===== src/rtl/multicycle_alu.sv =====
// Multicycle ALU: logic/arith ops in one EXEC cycle, shifts one bit per cycle.
// Latency: 1 cycle for non-shift codes, max(amount,1) cycles for SLL/SRL.
// Backpressure: start is accepted only while idle; busy high means start is ignored.
module multicycle_alu #(
    parameter int DATA_WIDTH = 32
) (
    input  logic                  clk,
    input  logic                  reset,
    input  logic                  start,
    input  logic [3:0]            ALUOperation,
    input  logic                  Shamt,
    input  logic [DATA_WIDTH-1:0] A,
    input  logic [DATA_WIDTH-1:0] B,
    input  logic [4:0]            shamt,
    output logic                  busy,
    output logic                  done,
    output logic [DATA_WIDTH-1:0] ALUResult,
    output logic                  Zero,
    output logic                  invalid
);

    localparam logic [3:0] OP_AND = 4'd0;
    localparam logic [3:0] OP_OR  = 4'd1;
    localparam logic [3:0] OP_NOR = 4'd2;
    localparam logic [3:0] OP_ADD = 4'd3;
    localparam logic [3:0] OP_SUB = 4'd4;
    localparam logic [3:0] OP_LUI = 4'd5;
    localparam logic [3:0] OP_SLL = 4'd6;
    localparam logic [3:0] OP_SRL = 4'd7;

    typedef enum logic [1:0] {
        IDLE  = 2'd0,
        EXEC  = 2'd1,
        SHIFT = 2'd2
    } state_t;

    state_t                  state;
    logic [3:0]              op_q;
    logic [DATA_WIDTH-1:0]   a_q;
    logic [DATA_WIDTH-1:0]   b_q;
    logic [4:0]              cnt;

    logic [4:0]              eff_amt;
    logic                    start_is_shift;
    logic [DATA_WIDTH-1:0]   lui_val;
    logic [DATA_WIDTH-1:0]   exec_res;
    logic [DATA_WIDTH-1:0]   shift_next;
    logic [DATA_WIDTH-1:0]   fin_val;

    assign eff_amt        = Shamt ? shamt : A[4:0];
    assign start_is_shift = (ALUOperation == OP_SLL) || (ALUOperation == OP_SRL);
    assign lui_val        = {{(DATA_WIDTH-16){1'b0}}, b_q[15:0]} << 16;
    assign shift_next     = (op_q == OP_SRL) ? (b_q >> 1) : (b_q << 1);
    assign fin_val        = (cnt == 5'd0) ? b_q : shift_next;

    always_comb begin
        exec_res = '0;
        case (op_q)
            OP_AND:  exec_res = a_q & b_q;
            OP_OR:   exec_res = a_q | b_q;
            OP_NOR:  exec_res = ~(a_q | b_q);
            OP_ADD:  exec_res = a_q + b_q;
            OP_SUB:  exec_res = a_q - b_q;
            OP_LUI:  exec_res = lui_val;
            default: exec_res = '0;
        endcase
    end

    always_ff @(posedge clk or negedge reset) begin
        if (!reset) begin
            state     <= IDLE;
            op_q      <= '0;
            a_q       <= '0;
            b_q       <= '0;
            cnt       <= '0;
            busy      <= 1'b0;
            done      <= 1'b0;
            ALUResult <= '0;
            Zero      <= 1'b1;
            invalid   <= 1'b0;
        end else begin
            done <= 1'b0;
            case (state)
                IDLE: begin
                    if (start) begin
                        op_q  <= ALUOperation;
                        a_q   <= A;
                        b_q   <= B;
                        cnt   <= eff_amt;
                        busy  <= 1'b1;
                        state <= start_is_shift ? SHIFT : EXEC;
                    end
                end
                EXEC: begin
                    ALUResult <= exec_res;
                    Zero      <= (exec_res == '0);
                    invalid   <= op_q[3];
                    done      <= 1'b1;
                    busy      <= 1'b0;
                    state     <= IDLE;
                end
                SHIFT: begin
                    if (cnt != 5'd0) begin
                        b_q <= shift_next;
                        cnt <= cnt - 5'd1;
                    end
                    // Finish on the edge that performs the last shift so latency equals the amount
                    if (cnt <= 5'd1) begin
                        ALUResult <= fin_val;
                        Zero      <= (fin_val == '0);
                        invalid   <= 1'b0;
                        done      <= 1'b1;
                        busy      <= 1'b0;
                        state     <= IDLE;
                    end
                end
                default: begin
                    busy  <= 1'b0;
                    state <= IDLE;
                end
            endcase
        end
    end

endmodule

===== config.mk =====
export PLATFORM = sky130hd
export DESIGN_NAME = multicycle_alu
export DESIGN_NICKNAME = d
export VERILOG_FILES = /design/src/rtl/multicycle_alu.sv
export SDC_FILE = /design/constraint.sdc
export NUM_CORES = 1
export LEC_CHECK = 0
export CAP_MARGIN = 20
export CORE_MARGIN = 4
export CORE_UTILIZATION = 55
export CTS_BUF_LIST = sky130_fd_sc_hd__clkbuf_2
export CTS_CLUSTER_DIAMETER = 50
export DETAILED_ROUTE_END_ITERATION = 6
export PLACE_DENSITY_LB_ADDON = 0.15
export SYNTH_ARGS = -nofsm -noshare
export SYNTH_HDL_FRONTEND = slang
export SYNTH_SLANG_ARGS = --single-unit

===== constraint.sdc =====
create_clock -name clk -period 6.33 [get_ports clk]
set_clock_uncertainty 0.2 [all_clocks]
set_input_delay 1.266 -clock clk [delete_from_list [all_inputs] [get_ports clk]]
set_output_delay 1.266 -clock clk [all_outputs]
set_load 0.02 [all_outputs]

# Yosys cells after proc, flatten, opt, wreduce, memory -nomap -nowiden
# Cells that the tools add are included.
classes:
  add_sub_neg: 3
  magnitude_cmp: 1
  eq_ne: 13
  mux: 24
  n_bitwise: 3
  reduce_logical: 13
op_table:
  columns: ["operator", "count"]
  rows:
  - ["32-bit one-hot mux with 6 select lines", 1]
  - ["32-bit two-way mux", 5]
  - ["32-bit one-hot mux with 2 select lines", 2]
  - ["32-bit logical NOT", 2]
  - ["32-bit adder", 1]
  - ["32-bit AND", 1]
  - ["32-bit inverter", 1]
  - ["32-bit OR", 1]
  - ["32-bit subtractor", 1]
  - ["4-bit by 3-bit equality test with 1-bit output, second input constant", 5]
  - ["5-bit two-way mux", 3]
  - ["5-bit one-hot mux with 2 select lines", 1]
  - ["4-bit by 2-bit equality test with 1-bit output, second input constant", 2]
  - ["1-bit one-hot mux with 2 select lines", 4]
  - ["2-bit two-way mux", 3]
  - ["2-bit inequality test, second input constant", 3]
  - ["2-bit AND reduction", 3]
  - ["5-bit by 1-bit <= comparator with 1-bit output, second input constant", 1]
  - ["5-bit logical NOT", 1]
  - ["5-bit nonzero test", 1]
  - ["5-bit by 1-bit subtractor with 5-bit output, second input constant", 1]
  - ["4-bit by 1-bit equality test with 1-bit output, second input constant", 1]
  - ["4-bit logical NOT", 1]
  - ["1-bit two-way mux", 4]
  - ["7 further kinds", 8]
totals:
  reg_bits: 111
  out_inout_bits: 36
  elab_cells: 67

# Depth between registers and ports, before layout
logic_depth:
  ltp_word: 6
  mapped_depth: 20

# Worst setup path before layout
# Ideal clock, no wire load.
synth_path:
  path_type: "register to register"
  start: "reg b_q[4]"
  end: "reg Zero"
  setup_time_ps: 75
  arrival_time_ps: 4639
  t_required_ps: 6055
  setup_slack_ps: 1416
  stages_incl_launch_ff: 19
  n_path_buf: 2
  synth_period_minus_slack_ps: 4914
  cell_sequence: "dfrtp_1 -> clkbuf_1 -> or4_1 -> nor3_1 -> nand3_1 -> or3_2 -> o41ai_1 -> xor2_1 -> ha_1 -> clkbuf_1 -> a21oi_1 -> o21ai_0 -> a2111oi_0 -> nand4_1 -> a2111oi_0 -> nand4b_1 -> nor4_1 -> nand4_1 -> o211ai_2"
synth_via:
  elab_chain_len: 5
  elab_cells_between_ends: 12
  classes_between: "2 x add/sub; 5 x mux; 3 x bitwise; 2 x reduce/logical"
synth_rtl:
  columns: ["element", "line", "source"]
  rows:
  - ["from (decl)", "40", "logic [DATA_WIDTH-1:0] b_q;"]
  - ["from (signal assigned)", "104", "b_q <= shift_next;"]
  - ["parallel branches: the longest is 4 deep, another holds 32-bit subtractor", null, null]
  - ["1-bit one-hot mux with 2 select lines (*)", "83", "case (state)"]
  - ["to (signal assigned)", "96", "Zero <= (exec_res == '0);"]
  - ["to (signal assigned)", "110", "Zero <= (fin_val == '0);"]
  - ["to (decl)", "18", "output logic Zero,"]
# Every way passes the cells marked *. The select of a mux whose other input is x is not followed.
# A chain may end at the register's enable or synchronous reset.

# Worst setup path in the final report
# Ends and elaborated chain as after synthesis.

==> impl_metrics.tcl <==
set metrics [dict create \
    combPwrFrac 0.715 \
    r2r_end "Zero" \
    cts.sinks 111 \
    postRouteAntennaNets 0 \
    syn_avg_cell_area_um2 7.65 \
    overflow 0 \
    finalCriticalPeriod_ns 5.62 \
    rsz0062_at_grt "false" \
    rrSetupSlack_ns 0.71 \
    ys_ff_latch 111 \
    vias_per_cell 6.69 \
    synthTopCellsByCount "173 x nand2_1, 143 x o21ai_0, 119 x a21oi_1" \
    synthCells 1307 \
    grt_max_degree 83 \
    p_clk_frac 0.055 \
    grt.met2_usage 0.521 \
    drt_wl_total_um 35500 \
    outcome "completed" \
    reg2regPathDepth 16 \
    powerDensity_nw_per_um2 627 \
    crit_fanout 11 \
    max_freq_ghz 0.178 \
    power_mw 7.07 \
    hold_path_class "in2async" \
    irDropWorstVdd_mv 0.347 \
    core_um2 17900 \
    design.portCount 113 \
    layout-drive-gt1-share 0.0739 \
    firstDrtPassIters 6 \
    p_sw_mw 4.04 \
    cts_made_buffers 9 \
    floorplan.initialDensity 0.558 \
    ys_seq_area_frac 0.278 \
    antenna_found_initial 1 \
    syn2layout_area_growth_pct 12.7 \
    worstReg2RegStart "b_q[4]" \
    grt_pass1_wl_um 55000 \
    swShare 0.572 \
    finish.instance_area_um2 11300 \
    crit_path_cell_trace "or4_1, nor3_1, nand3_1, or3_2, o31ai_1, xor2_1, ha_1, a21oi_1, nand2_1, a21boi_0, o31a_1, or4_1, nand3_1, nor4_1, nand4_1, o211ai_2" \
    cts_setup_buffers 0 \
    insertion_delay_ns 0.70 \
    finalNetCount 1451 \
    total_leakage_power_nw 4.73 \
    setup_viol 0 \
    cts.repair.resized 0 \
    async_flop_share 1.00 \
    drv_slew 0 \
    path_class "reg2reg" \
    synth_cell_types 78 \
    grt_pass1_vias 9587 \
    fp.dieH_um 143 \
    yosysTopAreaCellShare 0.275 \
    syn_area_um2 10000 \
    vias 10500 \
    io_buffers 112 \
    tritoncts "built" \
    slowest_delay_ns 0.60 \
    dieArea_um2 20400 \
    top_usage_layer "met2" \
    yosys_warnings 0 \
    yosysMostFrequentCell "nand2_1" \
    grt.total_usage 0.346 \
    start_kind "flop" \
    synth_enable_flop_cells 0 \
    rows 49 \
    power_frac_seq 0.229 \
    endpoint_kind "flop" \
    gp_congestion 1.01 \
    cts.htree.levels 3 \
    postCtsHoldBufs 0 \
    cts.path.max_buffers 2 \
    root_buffer "clkbuf_2" \
    drt_iter0_drc 1378 \
    synth_top_area_cell "dfrtp_1" \
    fin_tns_setup_ns 0 \
    drc 0 \
    path_clk_slew_ns 0.35 \
    fin_crit_sh 0.888 \
    worst_pin_slew_ns 0.960 \
    grtUsageMet3 0.0646 \
    synthFlopType "dfrtp_1" \
    slew_headroom 0.360 \
    p_int_mw 3.03 \
    critPathArrivalTime_ns 6.08 \
    drv_cap 0 \
    dp_hpwl_um 26200 \
    required_ns 6.79 \
    gr-usage-met1 0.501 \
    die_x_um 143 \
    placed_area_um2 11100 \
    wl_per_cell_um 22.6 \
    synth.area.top_cells "dfrtp_1 28%, o21ai_0 7.2%, nand2_1 6.5%" \
    crit_slowest_cell "dfrtp_1" \
    hold_viol_final 0 \
    syn_nets 1424 \
]
## placed cells by master, fill, tap and decap left out, types with 6 or more instances in the layout
cell / count
nand2_1: 173
o21ai_0: 143
a21oi_1: 119
nor2_1: 118
clkdlybuf4s50_1: 111
dfrtp_1: 110
mux2i_1: 41
mux2_2: 40
ha_1: 38
maj3_1: 30
nor3_1: 28
inv_1: 27
xnor2_1: 23
buf_4: 22
nand3_1: 21
o31ai_1: 21
xor2_1: 19
o211ai_1: 14
a211oi_1: 14
a22oi_1: 13
nand4_1: 13
a21o_1: 11
and3_1: 11
nor4_1: 10
a31oi_1: 10
clkbuf_2: 10
nand2b_1: 9
a211o_1: 8
or3_1: 6
a221oi_1: 6
o22ai_1: 6
## worst max-delay path, delay by kind of cell, from the launching register on
| family | cells | cell delay (ns) |
|---|---|---|
| XOR/XNOR | 1 | 0.18 |
| flip-flops | 1 | 0.60 |
| AND/OR/NAND/NOR | 9 | 2.69 |
| adder cells (fa/ha/maj) | 1 | 0.33 |
| AO/OA/AOI/OAI | 5 | 1.57 |
## state kept, by name (all words and copies together), names as in the netlist
name	flops
ALUResult	32
a_q	32
b_q	32
cnt	5
op_q	4
state	2
Zero	1
busy	1
done	1
invalid	1
## power groups by stage
stage	registers [mW]	clock network (mW)	logic, mW
global placement	1.59	0	4.85
finish	1.62	0.391	5.06
global route	1.67	0.427	5.45
floorplan	1.35	0	3.56
detailed placement	1.61	0	4.88
CTS	1.59	0.398	4.92
## routing by layer
layer | up-vias | wire length [µm]
li1 | 4812 | -
met4 | 0 | 1300
met3 | 96 | 3890
met1 | 5033 | 14800
met5 | - | 0
met2 | 560 | 15500
## worst max path at each step
stage / start / endpoint / slack [ns] / cells past startpoint
6_report: b_q[4] / Zero / 0.71 / 16
5_1_grt: b_q[4] / Zero / 0.40 / 16
4_1_cts: b_q[4] / Zero / 0.81 / 16
3_5_place_dp: b_q[4] / Zero / 0.88 / 16
3_3_place_gp: b_q[4] / Zero / 1.02 / 16
2_1_floorplan: b_q[4] / Zero / 1.42 / 18
## cells by family (layout without fill, tap and decap cells)
logic type	Yosys count	in the layout	synth area share
and+or+nand+nor	430	430	0.197
AOI/OAI and AO/OA	428	428	0.266
buffers and inverters	145	177	0.0557
DFF	111	111	0.278
muxes	81	81	0.0861
adders and majority gates	70	70	0.0808
xor gates and xnor gates	42	42	0.0368
other	0	1	0
## cell type report
type	count	area, µm²
Multi-Input combinational cell	1051	6690
Fill cell	1627	6630
Sequential cell	111	2780
Timing Repair Buffer	133	1280
Tap cell	229	287
Inverter	28	105
Clock inverter	6	83.8
Clock buffer	10	50.0
Antenna cell	1	2.50
## stage by stage
stage | hold WS, ns | util | setup slack (ns) | std cells
floorplan | 0.271 | - | 1.42 | 1307
global placement | 0.266 | 0.622 | 1.02 | 1552
detailed placement | 0.268 | 0.622 | 0.875 | 1552
CTS | 0.301 | 0.629 | 0.810 | 1568
global route | 0.314 | 0.629 | 0.399 | 1569
finish | 0.297 | 0.629 | 0.712 | 1569
(Power assumes the default switching activity.)
